--- config.mk ---
export PLATFORM = sky130hd
export DESIGN_NAME = mmio_ctrl
export DESIGN_NICKNAME = d
export VERILOG_FILES = /design/src/rtl/mmio_pkg.sv /design/src/rtl/mmio_sync2.sv /design/src/rtl/mmio_ctrl.sv
export SDC_FILE = /design/constraint.sdc
export NUM_CORES = 1
export LEC_CHECK = 0
export BUFFER_PORTS_ARGS = -buffer_cell sky130_fd_sc_hd__clkbuf_2
export CAP_MARGIN = 10
export CORE_MARGIN = 8
export CORE_UTILIZATION = 38
export DETAILED_ROUTE_END_ITERATION = 16
export PLACE_DENSITY = 0.69
export RECOVER_POWER = 100
export SYNTH_ARGS = -nofsm -noshare
export SYNTH_HDL_FRONTEND = slang
export SYNTH_SLANG_ARGS = --single-unit
--- constraint.sdc ---
create_clock -name clk -period 2.2 [get_ports clk]
set_input_delay 0.11 -clock clk [delete_from_list [all_inputs] [get_ports clk]]
set_output_delay 0.11 -clock clk [all_outputs]
set_load 0.05 [all_outputs]
--- src/rtl/mmio_pkg.sv ---
// Shared definitions for the MMIO controller: bus command encodings,
// controller state type and the default address map.
package mmio_pkg;

    typedef enum logic [1:0] {
        MNONE    = 2'b00,
        MREAD    = 2'b01,
        MWRITE   = 2'b10,
        MILLEGAL = 2'b11
    } mem_cmd_e;

    typedef enum logic [1:0] {
        IDLE = 2'b00,
        WAIT = 2'b01,
        RESP = 2'b10
    } state_e;

    localparam logic [8:0] DEF_LED_ADDR = 9'h100;
    localparam logic [8:0] DEF_SW_ADDR  = 9'h140;
    localparam logic [8:0] DEF_TMR_ADDR = 9'h180;

endpackage

--- src/rtl/mmio_sync2.sv ---
// Two-flop synchroniser for asynchronous inputs. Output lags the input by
// two clock edges; both stages clear on the active-low asynchronous reset.
module mmio_sync2 #(
    parameter int unsigned WIDTH = 8
) (
    input  logic             clk,
    input  logic             reset,
    input  logic [WIDTH-1:0] d,
    output logic [WIDTH-1:0] q
);

    logic [WIDTH-1:0] meta;

    // First stage may go metastable; second stage gives it a cycle to settle.
    always_ff @(posedge clk or negedge reset) begin
        if (!reset) begin
            meta <= '0;
            q    <= '0;
        end else begin
            meta <= d;
            q    <= meta;
        end
    end

endmodule

--- src/rtl/mmio_ctrl.sv ---
// Memory-mapped I/O controller: RAM window in the lower half of the address
// space, plus LED register, switch port and an optional timer.
// Define MMIO_TIMER_EN to build the free-running timer at TMR_ADDR; without
// it that address decodes as unmapped and no timer registers exist.
module mmio_ctrl
    import mmio_pkg::*;
#(
    parameter int unsigned       DATA_W   = 16,
    parameter int unsigned       ADDR_W   = 9,
    parameter int unsigned       SW_W     = 8,
    parameter int unsigned       LED_W    = 8,
    parameter int unsigned       RD_WAIT  = 1,
    parameter logic [ADDR_W-1:0] LED_ADDR = ADDR_W'(DEF_LED_ADDR),
    parameter logic [ADDR_W-1:0] SW_ADDR  = ADDR_W'(DEF_SW_ADDR),
    parameter logic [ADDR_W-1:0] TMR_ADDR = ADDR_W'(DEF_TMR_ADDR)
) (
    input  logic              clk,
    input  logic              reset,
    input  logic [1:0]        mem_cmd,
    input  logic [ADDR_W-1:0] mem_addr,
    input  logic [DATA_W-1:0] write_data,
    output logic [DATA_W-1:0] read_data,
    output logic              rd_valid,
    output logic              busy,
    output logic              err,
    input  logic [SW_W-1:0]   sw_in,
    output logic [LED_W-1:0]  led_out,
    output logic [ADDR_W-2:0] ram_addr,
    output logic              ram_we,
    output logic [DATA_W-1:0] ram_din,
    input  logic [DATA_W-1:0] ram_dout
);

    mem_cmd_e          cmd;
    state_e            state;
    logic [2:0]        wait_cnt;
    logic [ADDR_W-1:0] addr_q;
    logic [SW_W-1:0]   sw_sync;
    logic [DATA_W-1:0] rd_mux;
    logic              idle;
    logic              is_ram;
    logic              is_led;
    logic              is_sw;
    logic              is_tmr;
    logic              is_mapped;

    assign cmd       = mem_cmd_e'(mem_cmd);
    assign idle      = (state == IDLE);
    assign is_ram    = ~mem_addr[ADDR_W-1];
    assign is_led    = (mem_addr == LED_ADDR);
    assign is_sw     = (mem_addr == SW_ADDR);
    assign is_mapped = is_ram | is_led | is_sw | is_tmr;

    // The RAM follows the bus address while idle so a read's data is ready one
    // edge after acceptance; afterwards it holds the latched read address.
    assign ram_addr = idle ? mem_addr[ADDR_W-2:0] : addr_q[ADDR_W-2:0];
    assign ram_we   = idle && (cmd == MWRITE) && is_ram;
    assign ram_din  = write_data;

    mmio_sync2 #(
        .WIDTH (SW_W)
    ) u_sync (
        .clk   (clk),
        .reset (reset),
        .d     (sw_in),
        .q     (sw_sync)
    );

`ifdef MMIO_TIMER_EN
    logic [DATA_W-1:0] timer;
    logic [DATA_W-1:0] tmr_snap;

    assign is_tmr = (mem_addr == TMR_ADDR);

    // Free-running timer; a bus write to its address overrides the increment.
    always_ff @(posedge clk or negedge reset) begin
        if (!reset) begin
            timer <= '0;
        end else if (idle && (cmd == MWRITE) && is_tmr) begin
            timer <= write_data;
        end else begin
            timer <= timer + DATA_W'(1);
        end
    end

    // Capture the timer at read acceptance so the reply reflects that instant.
    always_ff @(posedge clk or negedge reset) begin
        if (!reset) begin
            tmr_snap <= '0;
        end else if (idle && (cmd == MREAD)) begin
            tmr_snap <= timer;
        end
    end
`else
    // Timer address is decoded but forced off, so accesses fall through as unmapped.
    assign is_tmr = (mem_addr == TMR_ADDR) & 1'b0;
`endif

    // Select the reply for the latched read address; unmapped reads return zero.
    always_comb begin
        rd_mux = '0;
        if (!addr_q[ADDR_W-1]) begin
            rd_mux = ram_dout;
        end else if (addr_q == LED_ADDR) begin
            rd_mux = DATA_W'(led_out);
        end else if (addr_q == SW_ADDR) begin
            rd_mux = DATA_W'(sw_sync);
`ifdef MMIO_TIMER_EN
        end else if (addr_q == TMR_ADDR) begin
            rd_mux = tmr_snap;
`endif
        end
    end

    // Bus FSM: accepts commands only in IDLE, times the read wait, and owns all registered outputs.
    always_ff @(posedge clk or negedge reset) begin
        if (!reset) begin
            state     <= IDLE;
            wait_cnt  <= '0;
            addr_q    <= '0;
            read_data <= '0;
            rd_valid  <= 1'b0;
            busy      <= 1'b0;
            err       <= 1'b0;
            led_out   <= '0;
        end else begin
            rd_valid <= 1'b0;
            case (state)
                IDLE: begin
                    case (cmd)
                        MREAD: begin
                            addr_q   <= mem_addr;
                            wait_cnt <= 3'(RD_WAIT - 1);
                            state    <= WAIT;
                            busy     <= 1'b1;
                            if (!is_mapped) begin
                                err <= 1'b1;
                            end
                        end
                        MWRITE: begin
                            if (is_led) begin
                                led_out <= write_data[LED_W-1:0];
                            end else if (!is_ram && !is_tmr) begin
                                err <= 1'b1;
                            end
                        end
                        MILLEGAL: begin
                            err <= 1'b1;
                        end
                        default: begin
                        end
                    endcase
                end
                WAIT: begin
                    if (wait_cnt == 3'd0) begin
                        read_data <= rd_mux;
                        rd_valid  <= 1'b1;
                        state     <= RESP;
                    end else begin
                        wait_cnt <= wait_cnt - 3'd1;
                    end
                end
                RESP: begin
                    state <= IDLE;
                    busy  <= 1'b0;
                end
                default: begin
                    state <= IDLE;
                    busy  <= 1'b0;
                end
            endcase
        end
    end

endmodule

; ---- Word-level counts from Yosys, hierarchy flattened
; Cells that the tools add are included.
[totals]
elab_cells = 60
output_inout_bits = 52
reg_bits = 57
in_bits = 53
[classes]
n_mux = 18
bitwise_logic = 4
n_eq_ne = 14
reduce_logical = 13
n_addsub = 1
[op_table]
columns = op, n
row1 = 9-bit == test (second input constant), 4
row2 = 16-bit 2-to-1 mux, 2
row3 = 8-bit 2-to-1 mux, 2
row4 = 2-bit != test (second input constant), 5
row5 = 2-bit AND reduction, 4
row6 = 1-bit 2-to-1 mux, 6
row7 = 3-bit 2-to-1 mux, 2
row8 = 3-bit case mux with 2 select lines, 1
row9 = 3-bit AND reduction, 2
row10 = 5-bit AND reduction, 1
row11 = 2-bit by 1-bit == test with 1-bit output (second input constant), 2
row12 = 2-bit == test (second input constant), 2
row13 = 2-bit 2-to-1 mux, 2
row14 = 2-bit case mux with 2 select lines, 1
row15 = 3-bit logical NOT, 1
row16 = 1-bit case mux with 3 select lines, 1
row17 = 3-bit nonzero test, 1
row18 = 3-bit by 1-bit subtractor with 3-bit output (second input constant), 1
row19 = 1-bit logical AND, 2
row20 = 2-bit logical NOT, 1
row21 = 2-bit by 1-bit != test with 1-bit output (second input constant), 1
row22 = 1-bit NOT, 2
row23 = 1-bit bitwise OR, 2
row24 = 1-bit case mux with 2 select lines, 1
row25 = 2-bit nonzero test, 1

; ---- Logic depth before layout (Yosys ltp)
[logic_depth]
ltp_word = 5
depth_mapped = 7
depth_no_buf = 6

; ---- Cells and area by module
; From an unflattened synthesis, not the netlist that was laid out.
[hier_totals]
cells_unflattened = 202
area_unflattened_um2 = 2497.4
[by_module_without_submodules]
columns = mod, n_inst, area_each_um2, cells_per_inst, seq_area_each_um2
row1 = mmio_ctrl, 1, 2097.0, 186, 1026.0
row2 = mmio_sync2, 1, 400.4, 16, 400.4

; ---- Least setup slack after synthesis
; Ideal clock, no wire load.
[synth_timing]
kind = reg2reg
startpoint = register state[1]
endpoint = register led_out[0]
setup_time_ns = 0.125
path_slack_ns = 0.171
t_required_ns = 2.075
n_path_buf = 1
t_arrival_ns = 1.904
synth_period_minus_slack_ns = 2.029
stages_incl_launch_ff = 5
cell_sequence = dfrtp_1 or4b_1 or4_1 buf_6 mux2_4
[synth_via]
elab_chain_cells = 2
[synth_rtl]
columns = element, line_no
row1 = from (decl), mmio_ctrl.sv:35  ; state_e state;
row2 = from (signal assigned), mmio_ctrl.sv:118  ; state <= IDLE;
row3 = from (signal assigned), mmio_ctrl.sv:134  ; state <= WAIT;
row4 = from (signal assigned), mmio_ctrl.sv:158  ; state <= RESP;
row5 = 2-bit logical NOT, mmio_ctrl.sv:128  ; case (state)
row6 = 3-bit AND reduction (no source line), -
row7 = to (signal assigned), mmio_ctrl.sv:142  ; led_out <= write_data[LED_W-1:0];
row8 = to (decl), mmio_ctrl.sv:27  ; output logic [LED_W-1:0] led_out,
; Every way passes these cells.
; A chain may end at the register's enable or synchronous reset.

; ---- Worst setup path in the final report
[layout_timing]
startpoint = register state[1]
endpoint = register led_out[7]
; The elaborated chain is that of the path after synthesis.

==> run_summary.xml <==
<?xml version="1.0" encoding="UTF-8"?>
<metrics>
  <group name="sta">
    <metric name="drv_slew" unit="">0</metric>
    <metric name="period_share" unit="%">95.07</metric>
    <metric name="rsz0062_at_grt" unit="">no</metric>
    <metric name="tns" unit="ps">0</metric>
    <metric name="setup_viol_count_final" unit="">0</metric>
    <metric name="skew" unit="ps">9.906</metric>
    <metric name="fmax" unit="GHz">0.4781</metric>
    <metric name="final_hold_vio_count" unit="">0</metric>
    <metric name="worst_slew_margin_rel" unit="%">7.836</metric>
    <metric name="max_slew.worst_pin.slew" unit="ps">1382</metric>
    <metric name="final_period_minus_worst_setup_slack" unit="ps">2092</metric>
    <metric name="finalWorstSetupSlack" unit="ps">108.4</metric>
  </group>
  <group name="cts">
    <metric name="postCtsSetupBuffers" unit="">0</metric>
    <metric name="cts_hold_buffers" unit="">15</metric>
    <metric name="cts_inserted_buffers" unit="">9</metric>
    <metric name="number_of_buffers_on_the_longest_clock_path" unit="">2</metric>
    <metric name="clkLatencyLatePin" unit="ps">330</metric>
    <metric name="clock_tree.htree_level_count" unit="">3</metric>
    <metric name="cts_sink_cnt" unit="">57</metric>
    <metric name="post_cts_resize_count" unit="">0</metric>
    <metric name="worst_setup_hold_path_clk_slew" unit="ps">60</metric>
    <metric name="tritoncts" unit="">built</metric>
    <metric name="root_buffer" unit="">sky130_fd_sc_hd__clkbuf_8</metric>
  </group>
  <group name="final_layout">
    <metric name="flow.area_growth_from_synthesis" unit="%">30.40</metric>
    <metric name="fillCellCount" unit="">598</metric>
    <metric name="ratio_of_cells_with_drive_above_1_in_the_final_layout" unit="%">36.18</metric>
    <metric name="final_net_count" unit="">354</metric>
    <metric name="diodes" unit="">0</metric>
  </group>
  <group name="routing">
    <metric name="via_count" unit="">1884</metric>
    <metric name="wl_per_cell" unit="µm">16.15</metric>
    <metric name="detail_route.vias_per_cell" unit="">4.945</metric>
    <metric name="residual_drc_count" unit="">0</metric>
    <metric name="drt_pre_antenna_iters" unit="">4</metric>
    <metric name="drtIter0Drc" unit="">63</metric>
    <metric name="antenna_left" unit="">0</metric>
    <metric name="routed_wl" unit="µm">6152</metric>
  </group>
  <group name="job">
    <metric name="max_cap_violations" unit="">0</metric>
  </group>
  <group name="worst_hold_path">
    <metric name="worst_hold_startpoint" unit="">ram_dout[15]</metric>
    <metric name="timing.hold.worst.class" unit="">primary input to flop</metric>
    <metric name="min_path_cells" unit="">3</metric>
    <metric name="min_delay_worst_endpoint" unit="">read_data[15]$_DFFE_PN0P_</metric>
  </group>
  <group name="placement">
    <metric name="detailedPlace.worstSlack" unit="ps">162.2</metric>
    <metric name="placement.io_buffers" unit="">88</metric>
    <metric name="hpwl" unit="µm">4298</metric>
    <metric name="finalWeightedCongestion" unit="">0.7823</metric>
  </group>
  <group name="setup_path">
    <metric name="cpMaxStageDelayCell" unit="">sky130_fd_sc_hd__or4b_1</metric>
    <metric name="r2r_setup_slack" unit="ps">110</metric>
    <metric name="crit_fanout" unit="">8</metric>
    <metric name="critPathKind" unit="">flop to flop</metric>
    <metric name="critical_path.max_stage_delay" unit="ps">540</metric>
    <metric name="crit_path_end_kind" unit="">flop</metric>
    <metric name="ff2ff_path_depth" unit="">4</metric>
    <metric name="path_cells" unit="">or4b_1, or4_1, clkbuf_4, mux2_4</metric>
    <metric name="regToRegStartpoint" unit="">state[1]$_DFFE_PN0P_</metric>
    <metric name="crit-reg2reg-capture" unit="">led_out[7]$_DFFE_PN0P_</metric>
    <metric name="cp.arrival" unit="ps">2310</metric>
    <metric name="worst_ep_required_time" unit="ps">2420</metric>
    <metric name="worst_setup_path_start_kind" unit="">flop</metric>
  </group>
  <group name="synthesis">
    <metric name="postSynthRegisterBits" unit="">57</metric>
    <metric name="synth-seq-area-share" unit="%">57.75</metric>
    <metric name="yosysWarningCount" unit="">0</metric>
    <metric name="synthDistinctLibCells" unit="">33</metric>
    <metric name="postSynthNetCount" unit="">254</metric>
    <metric name="synth_cells" unit="">199</metric>
    <metric name="synth.avg_cell_area" unit="µm²">12.41</metric>
    <metric name="synth.cell_area" unit="µm²">2470</metric>
  </group>
  <group name="floorplan">
    <metric name="die_height" unit="µm">96.62</metric>
    <metric name="io_pins" unit="">105</metric>
    <metric name="die_w" unit="µm">96.62</metric>
    <metric name="placementRows" unit="">29</metric>
    <metric name="start_util" unit="%">39.12</metric>
    <metric name="coreArea" unit="µm²">6314</metric>
    <metric name="die_area" unit="µm²">9335</metric>
  </group>
  <group name="power_and_ir_drop">
    <metric name="cellLeakagePower" unit="nW">1.571</metric>
    <metric name="irDropWorstVdd" unit="µV">884.7</metric>
    <metric name="power.density_cell_area" unit="nW/µm²">1374</metric>
  </group>
  <group name="global_route">
    <metric name="grt_overflow_total" unit="">0</metric>
    <metric name="grt_pass1_vias" unit="">2121</metric>
    <metric name="largest_net_degree_at_the_start_of_global_routing" unit="">58</metric>
    <metric name="grt_antenna_before_repair" unit="">0</metric>
    <metric name="track_usage" unit="%">13.68</metric>
    <metric name="grt_first_pass_wirelength" unit="µm">10310</metric>
  </group>
  <group name="status">
    <metric name="status" unit="">complete, no violations</metric>
  </group>
</metrics>
-- cell usage in the layout (no fill, tap or decap), types with 2 or more instances in the layout --
cell type,count
sky130_fd_sc_hd__nor2_1,2
sky130_fd_sc_hd__inv_1,9
sky130_fd_sc_hd__nand3_1,8
sky130_fd_sc_hd__o21ai_0,10
sky130_fd_sc_hd__nand2_1,24
sky130_fd_sc_hd__or4_1,4
sky130_fd_sc_hd__dlygate4sd3_1,15
sky130_fd_sc_hd__ha_1,2
sky130_fd_sc_hd__clkbuf_1,38
sky130_fd_sc_hd__buf_4,4
sky130_fd_sc_hd__dfrtp_1,57
sky130_fd_sc_hd__clkinv_2,4
sky130_fd_sc_hd__mux2_4,8
sky130_fd_sc_hd__mux2i_1,2
sky130_fd_sc_hd__clkbuf_2,54
sky130_fd_sc_hd__a32oi_1,8
sky130_fd_sc_hd__a21o_1,2
sky130_fd_sc_hd__mux2_2,24
sky130_fd_sc_hd__clkbuf_8,10
-- worst max path at each step --
stage	startpoint	end	depth (start not counted)
after floorplan	state[1]$_DFFE_PN0P_	led_out[0]$_DFFE_PN0P_	4
after global placement	state[1]$_DFFE_PN0P_	led_out[5]$_DFFE_PN0P_	4
after detailed placement	state[1]$_DFFE_PN0P_	led_out[1]$_DFFE_PN0P_	4
after CTS	state[1]$_DFFE_PN0P_	led_out[7]$_DFFE_PN0P_	4
after global routing	state[1]$_DFFE_PN0P_	led_out[7]$_DFFE_PN0P_	4
final	state[1]$_DFFE_PN0P_	led_out[7]$_DFFE_PN0P_	4
-- registers in the layout, summed over array words and instances (netlist names) --
name         flops
err              1
state            2
wait_cnt         3
read_data       16
addr_q           9
u_sync.meta      8
u_sync.q         8
busy             1
led_out          8
rd_valid         1
-- power by group --
group          total, mW  internal, mW  leakage (nW)  switching [mW]
sequential          1.49          1.30         0.714           0.191
combinational       1.98         0.600         0.756            1.38
clock              0.953         0.545         0.102           0.408
total               4.42          2.45          1.57            1.98
-- Yosys cell counts --
cell type / n / area (µm²)
sky130_fd_sc_hd__dfrtp_1: 57 / 1426
sky130_fd_sc_hd__mux2_2: 24 / 270.3
sky130_fd_sc_hd__nand2_1: 24 / 90.09
sky130_fd_sc_hd__buf_4: 16 / 120.1
sky130_fd_sc_hd__o21ai_0: 10 / 50.05
sky130_fd_sc_hd__a32oi_1: 8 / 70.07
sky130_fd_sc_hd__inv_1: 8 / 30.03
sky130_fd_sc_hd__mux2_4: 8 / 120.1
sky130_fd_sc_hd__nand3_1: 8 / 40.04
sky130_fd_sc_hd__clkbuf_1: 6 / 22.52
sky130_fd_sc_hd__or4_1: 4 / 30.03
sky130_fd_sc_hd__a21o_1: 2 / 15.01
sky130_fd_sc_hd__ha_1: 2 / 25.02
sky130_fd_sc_hd__mux2i_1: 2 / 20.02
sky130_fd_sc_hd__nor2_1: 2 / 7.510
sky130_fd_sc_hd__a211oi_1: 1 / 7.510
sky130_fd_sc_hd__a21bo_2: 1 / 10.01
sky130_fd_sc_hd__a21oi_1: 1 / 5.000
sky130_fd_sc_hd__a22oi_1: 1 / 7.510
sky130_fd_sc_hd__buf_6: 1 / 11.26
sky130_fd_sc_hd__clkinv_1: 1 / 3.750
sky130_fd_sc_hd__inv_2: 1 / 3.750
sky130_fd_sc_hd__nand2b_1: 1 / 6.260
sky130_fd_sc_hd__nand4b_1: 1 / 8.760
sky130_fd_sc_hd__nand4bb_1: 1 / 11.26
sky130_fd_sc_hd__nor2b_1: 1 / 6.260
sky130_fd_sc_hd__nor3_1: 1 / 5.000
sky130_fd_sc_hd__nor3b_1: 1 / 7.510
sky130_fd_sc_hd__nor4_1: 1 / 6.260
sky130_fd_sc_hd__nor4b_1: 1 / 8.760
sky130_fd_sc_hd__o211ai_1: 1 / 7.510
sky130_fd_sc_hd__o22ai_1: 1 / 6.260
sky130_fd_sc_hd__or4b_1: 1 / 10.01
-- critical path, delay by kind of cell, from the launching register on --
kind          cells  cell delay (ps)
flops             1              380
buf+inv           1              240
simple gates      2             1040
mux               1              320
-- layout make-up --
type	instances	area, µm²	area share [%]
inverter	10	37.54	1.166
tap	77	96.34	2.991
clock inverter	6	57.56	1.787
clock buffer	10	137.6	4.274
timing repair buffer	112	600.6	18.65
sequential	57	1426	44.29
multi-input combinational	109	864.6	26.85
-- layer usage --
metal | vias up | GRT usage [%] | part of all wire (%)
met5 | - | 0 | 0
met4 | 0 | 7.574 | 2.1
met3 | 16 | 6.401 | 8.4
met2 | 73 | 21.15 | 45
met1 | 910 | 15.21 | 44
li1 | 885 | - | -
-- cell families (layout without fill, tap and decap cells) --
family | Yosys count | after routing | share of synthesized area [%]
AOI/OAI and AO/OA | 26 | 26 | 7.245
adders and majority gates | 2 | 2 | 1.013
buffers and inverters | 33 | 138 | 7.751
DFF | 57 | 57 | 57.75
muxes | 34 | 34 | 16.62
and+or+nand+nor | 47 | 47 | 9.626
-- metrics by stage --
| stage | std cells | area, µm² | util (%) | power (mW) | hold slack [ps] |
|---|---|---|---|---|---|
| floorplan | 199 | 2470 | - | 3.000 | -185.6 |
| global placement | 350 | 2933 | 46.45 | 3.502 | 220.0 |
| detailed placement | 350 | 2933 | 46.45 | 3.540 | 220.1 |
| CTS | 381 | 3278 | 51.92 | 4.523 | 1.882 |
| global route | 381 | 3221 | 51.01 | 4.695 | 6.488 |
| finish | 381 | 3221 | 51.01 | 4.424 | 14.84 |
Note: power is estimated with default switching activity, not from simulation.
